==> src/rtl/spi_prog_host.sv <==
// SPI programming host: sends a command byte and, for streaming or config
// commands, 32-bit payload words as little-endian byte frames. Streaming
// sessions close with a 0x00FFFF00 terminator word.
//
// state  | meaning
// -------+--------------------------------------------------------------
// IDLE   | csb high, waiting for start_i
// SHIFT  | csb low, shifting one byte LSB first on sck
// GAP    | csb high between frames
// NEXT   | choose next byte / fetch next word / terminator / finish
// DONE   | one-cycle done pulse, then back to IDLE
module spi_prog_host #(
    parameter int CLK_DIV = 4,
    parameter int CSB_GAP = 16
) (
    input  logic        clk_i,
    input  logic        rst_ni,
    input  logic        start_i,
    input  logic [7:0]  cmd_i,
    input  logic [31:0] wdata_i,
    input  logic        wvalid_i,
    input  logic        wlast_i,
    output logic        wready_o,
    output logic        sck_o,
    output logic        sdo_o,
    output logic        csb_o,
    output logic        busy_o,
    output logic        done_o,
    output logic        err_o
);

    typedef enum logic [2:0] {ST_IDLE, ST_SHIFT, ST_GAP, ST_NEXT, ST_DONE} state_t;

    localparam logic [31:0] TERM_WORD = 32'h00FF_FF00;
    localparam logic [7:0]  DIV_LOAD  = 8'(CLK_DIV - 1);
    // The single NEXT cycle also has csb high, so GAP itself lasts one
    // cycle less than CSB_GAP to keep the csb-high time exact.
    localparam logic [7:0]  GAP_LOAD  = 8'(CSB_GAP - 2);

    state_t      state_q, state_d;
    logic [7:0]  cmd_q, cmd_d;
    logic [7:0]  shift_q, shift_d;
    logic [23:0] word_q, word_d;
    logic [1:0]  bytes_left_q, bytes_left_d;
    logic [2:0]  bit_q, bit_d;
    logic [7:0]  div_q, div_d;
    logic [7:0]  gap_q, gap_d;
    logic        term_pend_q, term_pend_d;
    logic        term_sent_q, term_sent_d;
    logic        word_got_q, word_got_d;
    logic        sck_q, sck_d, sdo_q, sdo_d, csb_q, csb_d;
    logic        busy_q, busy_d, done_q, done_d, err_q, err_d;

    logic        is_stream, is_cfg, need_word;
    logic        frame_start;
    logic [7:0]  frame_byte;

    assign is_stream = (cmd_q == 8'hB1) || (cmd_q == 8'hB2);
    assign is_cfg    = (cmd_q == 8'hB3);
    assign need_word = (state_q == ST_NEXT) && (bytes_left_q == 2'd0) &&
                       ((is_stream && !term_pend_q && !term_sent_q) ||
                        (is_cfg && !word_got_q));

    assign wready_o = need_word;
    assign sck_o    = sck_q;
    assign sdo_o    = sdo_q;
    assign csb_o    = csb_q;
    assign busy_o   = busy_q;
    assign done_o   = done_q;
    assign err_o    = err_q;

    // Next-state and next-output decode.
    always_comb begin
        state_d      = state_q;
        cmd_d        = cmd_q;
        shift_d      = shift_q;
        word_d       = word_q;
        bytes_left_d = bytes_left_q;
        bit_d        = bit_q;
        div_d        = div_q;
        gap_d        = gap_q;
        term_pend_d  = term_pend_q;
        term_sent_d  = term_sent_q;
        word_got_d   = word_got_q;
        sck_d        = sck_q;
        sdo_d        = sdo_q;
        csb_d        = csb_q;
        busy_d       = busy_q;
        done_d       = 1'b0;
        err_d        = err_q;
        frame_start  = 1'b0;
        frame_byte   = 8'h00;

        case (state_q)
            ST_IDLE: begin
                csb_d  = 1'b1;
                sck_d  = 1'b0;
                busy_d = 1'b0;
                if (start_i) begin
                    cmd_d        = cmd_i;
                    err_d        = 1'b0;
                    term_pend_d  = 1'b0;
                    term_sent_d  = 1'b0;
                    word_got_d   = 1'b0;
                    bytes_left_d = 2'd0;
                    busy_d       = 1'b1;
                    frame_start  = 1'b1;
                    frame_byte   = cmd_i;
                end
            end
            ST_SHIFT: begin
                if (div_q != 8'd0) begin
                    div_d = div_q - 8'd1;
                end else if (!sck_q) begin
                    sck_d = 1'b1;
                    div_d = DIV_LOAD;
                end else if (bit_q == 3'd7) begin
                    sck_d   = 1'b0;
                    csb_d   = 1'b1;
                    gap_d   = GAP_LOAD;
                    state_d = ST_GAP;
                end else begin
                    sck_d   = 1'b0;
                    bit_d   = bit_q + 3'd1;
                    sdo_d   = shift_q[1];
                    shift_d = {1'b0, shift_q[7:1]};
                    div_d   = DIV_LOAD;
                end
            end
            ST_GAP: begin
                if (gap_q != 8'd0) gap_d = gap_q - 8'd1;
                else               state_d = ST_NEXT;
            end
            ST_NEXT: begin
                if (bytes_left_q != 2'd0) begin
                    frame_start  = 1'b1;
                    frame_byte   = word_q[7:0];
                    word_d       = {8'h00, word_q[23:8]};
                    bytes_left_d = bytes_left_q - 2'd1;
                end else if (need_word) begin
                    if (wvalid_i) begin
                        frame_start  = 1'b1;
                        frame_byte   = wdata_i[7:0];
                        word_d       = wdata_i[31:8];
                        bytes_left_d = 2'd3;
                        word_got_d   = 1'b1;
                        if (is_stream)              term_pend_d = wlast_i;
                        if (wdata_i == TERM_WORD)   err_d       = 1'b1;
                    end
                end else if (is_stream && term_pend_q) begin
                    frame_start  = 1'b1;
                    frame_byte   = TERM_WORD[7:0];
                    word_d       = TERM_WORD[31:8];
                    bytes_left_d = 2'd3;
                    term_pend_d  = 1'b0;
                    term_sent_d  = 1'b1;
                end else begin
                    done_d  = 1'b1;
                    state_d = ST_DONE;
                end
            end
            ST_DONE: begin
                busy_d  = 1'b0;
                sdo_d   = 1'b0;
                state_d = ST_IDLE;
            end
            default: state_d = ST_IDLE;
        endcase

        if (frame_start) begin
            shift_d = frame_byte;
            sdo_d   = frame_byte[0];
            csb_d   = 1'b0;
            sck_d   = 1'b0;
            bit_d   = 3'd0;
            div_d   = DIV_LOAD;
            state_d = ST_SHIFT;
        end
    end

    // State, datapath and output registers.
    always_ff @(posedge clk_i or negedge rst_ni) begin
        if (!rst_ni) begin
            state_q      <= ST_IDLE;
            cmd_q        <= 8'h00;
            shift_q      <= 8'h00;
            word_q       <= 24'h0;
            bytes_left_q <= 2'd0;
            bit_q        <= 3'd0;
            div_q        <= 8'd0;
            gap_q        <= 8'd0;
            term_pend_q  <= 1'b0;
            term_sent_q  <= 1'b0;
            word_got_q   <= 1'b0;
            sck_q        <= 1'b0;
            sdo_q        <= 1'b0;
            csb_q        <= 1'b1;
            busy_q       <= 1'b0;
            done_q       <= 1'b0;
            err_q        <= 1'b0;
        end else begin
            state_q      <= state_d;
            cmd_q        <= cmd_d;
            shift_q      <= shift_d;
            word_q       <= word_d;
            bytes_left_q <= bytes_left_d;
            bit_q        <= bit_d;
            div_q        <= div_d;
            gap_q        <= gap_d;
            term_pend_q  <= term_pend_d;
            term_sent_q  <= term_sent_d;
            word_got_q   <= word_got_d;
            sck_q        <= sck_d;
            sdo_q        <= sdo_d;
            csb_q        <= csb_d;
            busy_q       <= busy_d;
            done_q       <= done_d;
            err_q        <= err_d;
        end
    end

endmodule

==> config.mk <==
export PLATFORM = sky130hd
export DESIGN_NAME = spi_prog_host
export DESIGN_NICKNAME = d
export VERILOG_FILES = /design/src/rtl/spi_prog_host.sv
export SDC_FILE = /design/constraint.sdc
export NUM_CORES = 1
export LEC_CHECK = 0
export CORE_ASPECT_RATIO = 1.25
export CORE_MARGIN = 2
export CORE_UTILIZATION = 47
export CTS_CLUSTER_SIZE = 10
export DETAILED_ROUTE_END_ITERATION = 12
export DONT_BUFFER_PORTS = 1
export PLACE_DENSITY_LB_ADDON = 0.25
export SETUP_SLACK_MARGIN = 0.1
export SLEW_MARGIN = 5
export SYNTH_ARGS = -nofsm -noshare
export SYNTH_HDL_FRONTEND = slang
export SYNTH_SLANG_ARGS = --single-unit
==> constraint.sdc <==
create_clock -name clk_i -period 3.1 [get_ports clk_i]
set_clock_uncertainty 0.15 [all_clocks]
set_input_delay 0.62 -clock clk_i [delete_from_list [all_inputs] [get_ports clk_i]]
set_output_delay 0.62 -clock clk_i [all_outputs]
set_load 0.01 [all_outputs]
==> results of run 1 <==
==> layout by cell type, fill, tap and decap left out, types with 8 or more instances in the layout <==
| master | netlist | final |
|---|---|---|
| nand2_1 | 74 | 74 |
| dfrtp_1 | 71 | 71 |
| nor2_1 | 19 | 19 |
| o21ai_0 | 18 | 18 |
| o21ai_1 | 17 | 17 |
| o22ai_1 | 16 | 16 |
| inv_1 | 15 | 15 |
| a22o_1 | 15 | 15 |
| nor3_1 | 12 | 12 |
| clkbuf_8 | 3 | 12 |
| a31oi_1 | 11 | 11 |
| a21oi_1 | 11 | 11 |
| nand3_1 | 8 | 8 |
==> area by class of cell <==
type                            count  share of cell area (%)
Multi-Input combinational cell    276                    42.3
Tap cell                           92                    2.97
Inverter                           15                    1.45
Timing Repair Buffer                5                    1.48
Sequential cell                    72                    46.5
Clock buffer                       12                    4.26
Clock inverter                      3                    1.03
==> stage by stage <==
| step | cell area [sq um] | power [W] | hold WS [ps] |
|---|---|---|---|
| floorplan | 3640 | 0.00267 | 174 |
| global placement | 3640 | 0.00288 | 177 |
| detailed placement | 3640 | 0.00293 | 177 |
| CTS | 3870 | 0.00372 | 12.9 |
| global route | 3880 | 0.00401 | 3.25 |
| finish | 3880 | 0.00370 | 6.42 |
==> registers in the layout, summed over array words and instances (netlist names) <==
name          cells
bit_q             3
busy_o            1
bytes_left_q      2
cmd_q             8
csb_o             1
div_q             8
done_o            1
err_o             1
gap_q             8
sck_o             1
sdo_o             1
shift_q           7
state_q           3
term_pend_q       1
term_sent_q       1
word_got_q        1
word_q           24
==> power by group through the flow <==
stage | Sequential, W | Combinational (W) | Clock, W
floorplan | 0.00151 | 0.00116 | 0
global placement | 0.00159 | 0.00129 | 0
detailed placement | 0.00161 | 0.00132 | 0
CTS | 0.00159 | 0.00134 | 0.000790
global route | 0.00164 | 0.00153 | 0.000835
finish | 0.00159 | 0.00134 | 0.000773
==> kinds of logic (layout without fill, tap and decap cells) <==
family,Yosys count,after routing,synth area share [%]
AND/OR/NAND/NOR,148,148,19.3
AO/OA/AOI/OAI,117,117,22.2
flip-flops,72,72,49.5
buffers and inverters,34,35,5.50
adder cells (fa/ha/maj),7,7,2.41
XOR/XNOR,2,2,0.481
multiplexers,2,2,0.619
==> worst paths after layout <==
check | slack (ps) | cells past startpoint | end | from
setup / recovery | 280 | 3 | wready_o | term_pend_q$_DFFE_PN0P_
min in group clk_i | 230 | 2 | cmd_q[7]$_DFFE_PN0P_ | cmd_i[7]
setup reg to reg | 440 | 6 | state_q[0]$_DFFE_PN0P_ | term_pend_q$_DFFE_PN0P_
hold / removal | 6 | 1 | gap_q[3]$_DFFE_PN0P_ | rst_ni
max in group asynchronous | 2480 | 1 | csb_o$_DFFE_PN1P_ | rst_ni
hold reg to reg | 330 | 2 | cmd_q[7]$_DFFE_PN0P_ | cmd_q[7]$_DFFE_PN0P_
==> per-layer routing <==
layer  track usage (%)  wire [microns]  up-vias
met5                 0               0        -
met1              27.3            3560     1340
met3              7.16             453       15
met4              8.32             225        0
met2              35.5            4170       78
li1                  -               -     1383
==> what timing repair did <==
action	CTS	global route
resized for setup	0	1
setup endpoints to repair	0	2
hold buffers	1	0
endpoints found under the hold margin	72	0
==> metrics, run 1 <==
outcome=finished, final reports clean; CP arrival=approximately 2100 ps; ys flop type=dfrtp_1; synth top area cells=dfrtp_1 (49%), nand2_1 (7.6%), a22o_1 (3.6%), o22ai_1 (2.8%), o21ai_0 (2.5%); Clock Latency Late Sink=around 340 ps; CP cell instances=or4b_4, a211o_2, inv_1; initial drt markers=198; achievable frequency=between 300 and 400 MHz; Chip Height=102 microns; PwrDens=955 mW/mm^2; Crit Path Category=reg -> out; clk root buf=clkbuf_8; fin worst setup slack=283 ps; max cap viols=0; post-synth cell types=58; global-route wire length before repair=13900 microns; share of layout cells above drive strength 1=10.4%; syn nets=about 430; port buffer count=0; Num CTS Buffers=9; wire per inst=between 15 and 20 microns; Setup crit end kind=output port; Synth warnings=0; Crit Path Max Fanout=19; Logic pwr share=between 30 and 40%; largest area contributor in the netlist=dfrtp_1; Rows=35; placed insts=459; DR vias=2816; clk slew on worst S/H paths=80 ps; relative slew slack=54.6%; number of flops mapped to enable cells by yosys=0; Initial Util=48.9%; I/O pin cnt=52; syn avg cell area=9.53 sq um; GRT overflow=0; antenna violations before repair=0; post-place setup slack=between 100 and 150 ps; Remaining DRCs=0; Mapped Cells=382; share of Yosys cell area claimed by the top area cell type=48.8%; register bit total from synthesis=72; Bufs and invs on worst path=1; Sink Count=72; H-tree depth=3; drt via density=between 5 and 6; largest net degree at the start of global routing=73; crit-path max cell delay=570 ps; Critical Path RT=2330 ps; HPWL Detailed=6070 microns; ys async rst share=100%; core area=~0.0074 sq mm; Pint=0.00229 W; Die X=between 80 and 90 microns; Multi-input gate area=0.00164 sq mm; CTS Buffer Depth=2; # Post-CTS Setup Buffers=0; sequential area share after synthesis=49.5%; Final Hold Violating Endpoints=0; GRT Util Overall=22.0%; Non-Filler Instances=475; final max-slew violation count=0; slowest cell on the critical path=or4b_4; area grow syn2layout=6.60%; leak pwr=1.73 nW; worst slew pin tran=679 ps; most numerous cell in the Yosys netlist=nand2_1; Psw=0.00141 W; Post-Route Setup TNS=0 ps; GPL Wtd Cong=0.873; Antenna Nets Post-Route=0; Final #Nets=431; startpoint types=flip-flop; most instantiated cells after synthesis=nand2_1 (74), dfrtp_1 (71), nor2_1 (19); RSZ-0062 raised after global routing=false; fin crit share=90.9%; CP top delay family=simple AND/OR/NAND/NOR gates; Tmin final=roughly 2800 ps; clock share of power=a little over a fifth; Switching Share=38.0%; sequential cell area=roughly 0.0018 sq mm; VDD IR max=0.547 mV; mapped cell area=0.00364 sq mm; vias in the first global route=2869; die footprint=between 0.008 and 0.009 sq mm; CTS tree=yes; Detailed Route WL=approximately 8400 microns; final setup violating endpoints=0; Seq pwr share=43.0%; fin util=52.1%; worst min path class=in -> async; Antenna Cells=0; fill count=694; TritonRoute pass-1 iters=4
Note: power is estimated with default switching activity, not from simulation.
==> inputs of run 2 (changes only) <==
--- a/config.mk
+++ b/config.mk
@@ -11,6 +11,7 @@
 export CTS_CLUSTER_SIZE = 10
 export DETAILED_ROUTE_END_ITERATION = 12
 export DONT_BUFFER_PORTS = 1
+export GPL_TIMING_DRIVEN = 0
 export PLACE_DENSITY_LB_ADDON = 0.25
 export SETUP_SLACK_MARGIN = 0.1
 export SLEW_MARGIN = 5
==> metrics, run 2 (synthesis results as in run 1) <==
commonest non-fill, non-tap cell in the layout=nand2_1; largest reg by FF count=word_q; VDD IR max=0.457 mV (-16%); Crit Path Max Fanout=10 (-9); GRT Util Overall=22.8% (+0.87 points); Bufs and invs on worst path=3 (+2); Non-Filler Instances=491 (+3.4%); DR vias=2937 (+4.3%); placed insts=474 (+3.3%); drt via density=5.98 (+0.90%); CP arrival=2150 ps (+100 ps); final max-slew violation count=0 (unchanged); post-route total power=0.00395 W (+6.6%); Die X=82.7 microns (unchanged); port buffer count=0 (unchanged); vias in the first global route=2968 (+3.5%); GRT overflow=0 (unchanged); Sink Count=72 (unchanged); most frequent cells in the layout=nand2_1 (74), dfrtp_1 (71), nor2_1 (19), o21ai_1 (18), o21ai_0 (17); I/O pin cnt=52 (unchanged); Logic pwr share=36.7% (+0.6 points); Psw=0.00149 W (+5.5%); Design Area, Final=0.00404 sq mm (+4.0%); Switching Share=37.7% (-0.39 points); initial drt markers=188 (-5.1%); die footprint=0.00847 sq mm (unchanged); startpoint types=flip-flop; slowest cell on the critical path=or4b_4; Crit Path Category=reg -> out; final setup violating endpoints=0 (unchanged); clock share of power=23.5% (+2.6 points); area grow syn2layout=10.9%; clk slew on worst S/H paths=80 ps (about the same); TritonRoute pass-1 iters=5 (+1); worst hold margin=-3.29 ps (-9.70 ps); achievable frequency=342 MHz (-3.6%); wire per inst=17.9 microns (+1.0%); share of layout cells above drive strength 1=12.5% (+2.1 points); Critical Path RT=2330 ps (about the same); largest net degree at the start of global routing=73 (unchanged); Post-Route Setup TNS=0 ps (unchanged); CTS tree=yes; Post-DP Area=0.00375 sq mm (+3.1%); Rows=35 (unchanged); worst slew pin tran=610 ps (-68.9 ps); Seq pwr share=39.8% (-3.2 points); antenna violations before repair=0 (unchanged); CP cell instances=or4b_4, a211o_2, buf_2, buf_4, inv_2; CTS Buffer Depth=2 (unchanged); crit-path max cell delay=570 ps (about the same); Antenna Cells=0 (unchanged); post-place setup slack=477 ps (+333 ps); fin worst setup slack=178 ps (-105 ps); Chip Height=102 microns (unchanged); Final Hold Violating Endpoints=2 (+2); worst min path class=in -> async; Setup crit end kind=output port; max reg flops=24 (unchanged); Pint=0.00246 W (+7.2%); Tmin final=2920 ps (+105 ps); Remaining DRCs=0 (unchanged); Antenna Nets Post-Route=0 (unchanged); GPL Wtd Cong=0.842 (-3.5%); max cap viols=0 (unchanged); Initial Util=48.9% (unchanged); PwrDens=978 mW/mm^2 (+2.5%); H-tree depth=3 (unchanged); violated checks=hold timing; Num CTS Buffers=9 (unchanged); Detailed Route WL=8780 microns (+4.4%); CP top delay family=simple AND/OR/NAND/NOR gates; relative slew slack=58.9% (+4.4 points); outcome=complete, but fails checks; core area=0.00744 sq mm (unchanged); RSZ-0062 raised after global routing=false; clk root buf=clkbuf_8; Final #Nets=446 (+3.5%); HPWL Detailed=6540 microns (+7.7%); fin crit share=94.3% (+3.4 points); Clock Latency Late Sink=350 ps (about the same); leak pwr=1.79 nW (+3.5%); global-route wire length before repair=14400 microns (+3.6%)
==> run 2: worst paths after layout <==
check | start | end | slack, ps | cells past startpoint
worst max-delay path | cmd_q[0]$_DFFE_PN0P_ | wready_o | 180 | 5
worst min-delay path | rst_ni | gap_q[6]$_DFFE_PN0P_ | -3 | 1
worst max register to register | state_q[0]$_DFFE_PN0P_ | div_q[0]$_DFFE_PN0P_ | 640 | 7
worst min register to register | word_got_q$_DFFE_PN0P_ | word_got_q$_DFFE_PN0P_ | 320 | 1
max in group asynchronous | rst_ni | state_q[2]$_DFFE_PN0P_ | 2500 | 1
min in group clk_i | cmd_i[4] | cmd_q[4]$_DFFE_PN0P_ | 220 | 2
==> run 2: what timing repair did <==
item / 4_1_cts / 5_1_grt
hold buffers: 1 / 0
endpoints found under the setup margin: 1 / 1
setup buffers: 0 / 0
hold endpoints to repair: 72 / 0
gates cloned: 0 / 0
gates resized for setup: 1 / 3
==> run 2: cell type report <==
| type | count | area, sq um |
|---|---|---|
| fillers | 668 | 3410 |
| flip-flops and latches | 72 | 1800 |
| multi-input cells | 276 | 1640 |
| plain buffers | 19 | 146 |
| clock inverters | 7 | 126 |
| clock buffers | 9 | 124 |
| well taps | 92 | 115 |
| inverters | 15 | 56.3 |
| repair buffers | 1 | 27.5 |
==> run 2: layer usage <==
metal	share of wire [%]	wire [microns]	global-route usage [%]
met5	0	0	0
met4	3.3	287	12.2
met3	5.9	520	5.65
met2	51	4430	37.4
met1	40	3540	27.4
==> run 2: stage by stage <==
step / hold WS [ps] / util [%]
finish: -3.29 / 54.2
global route: 24.8 / 54.2
CTS: 17.6 / 54.2
detailed placement: 177 / 50.4
global placement: 177 / 50.4
floorplan: 174 / -
==> run 2: power by group through the flow <==
stage,Combinational [W],Sequential [W],Clock [W]
2_1_floorplan,0.00116,0.00151,0
3_3_place_gp,0.00139,0.00157,0
3_5_place_dp,0.00143,0.00159,0
4_1_cts,0.00146,0.00157,0.000940
5_1_grt,0.00164,0.00162,0.000988
6_report,0.00145,0.00157,0.000926
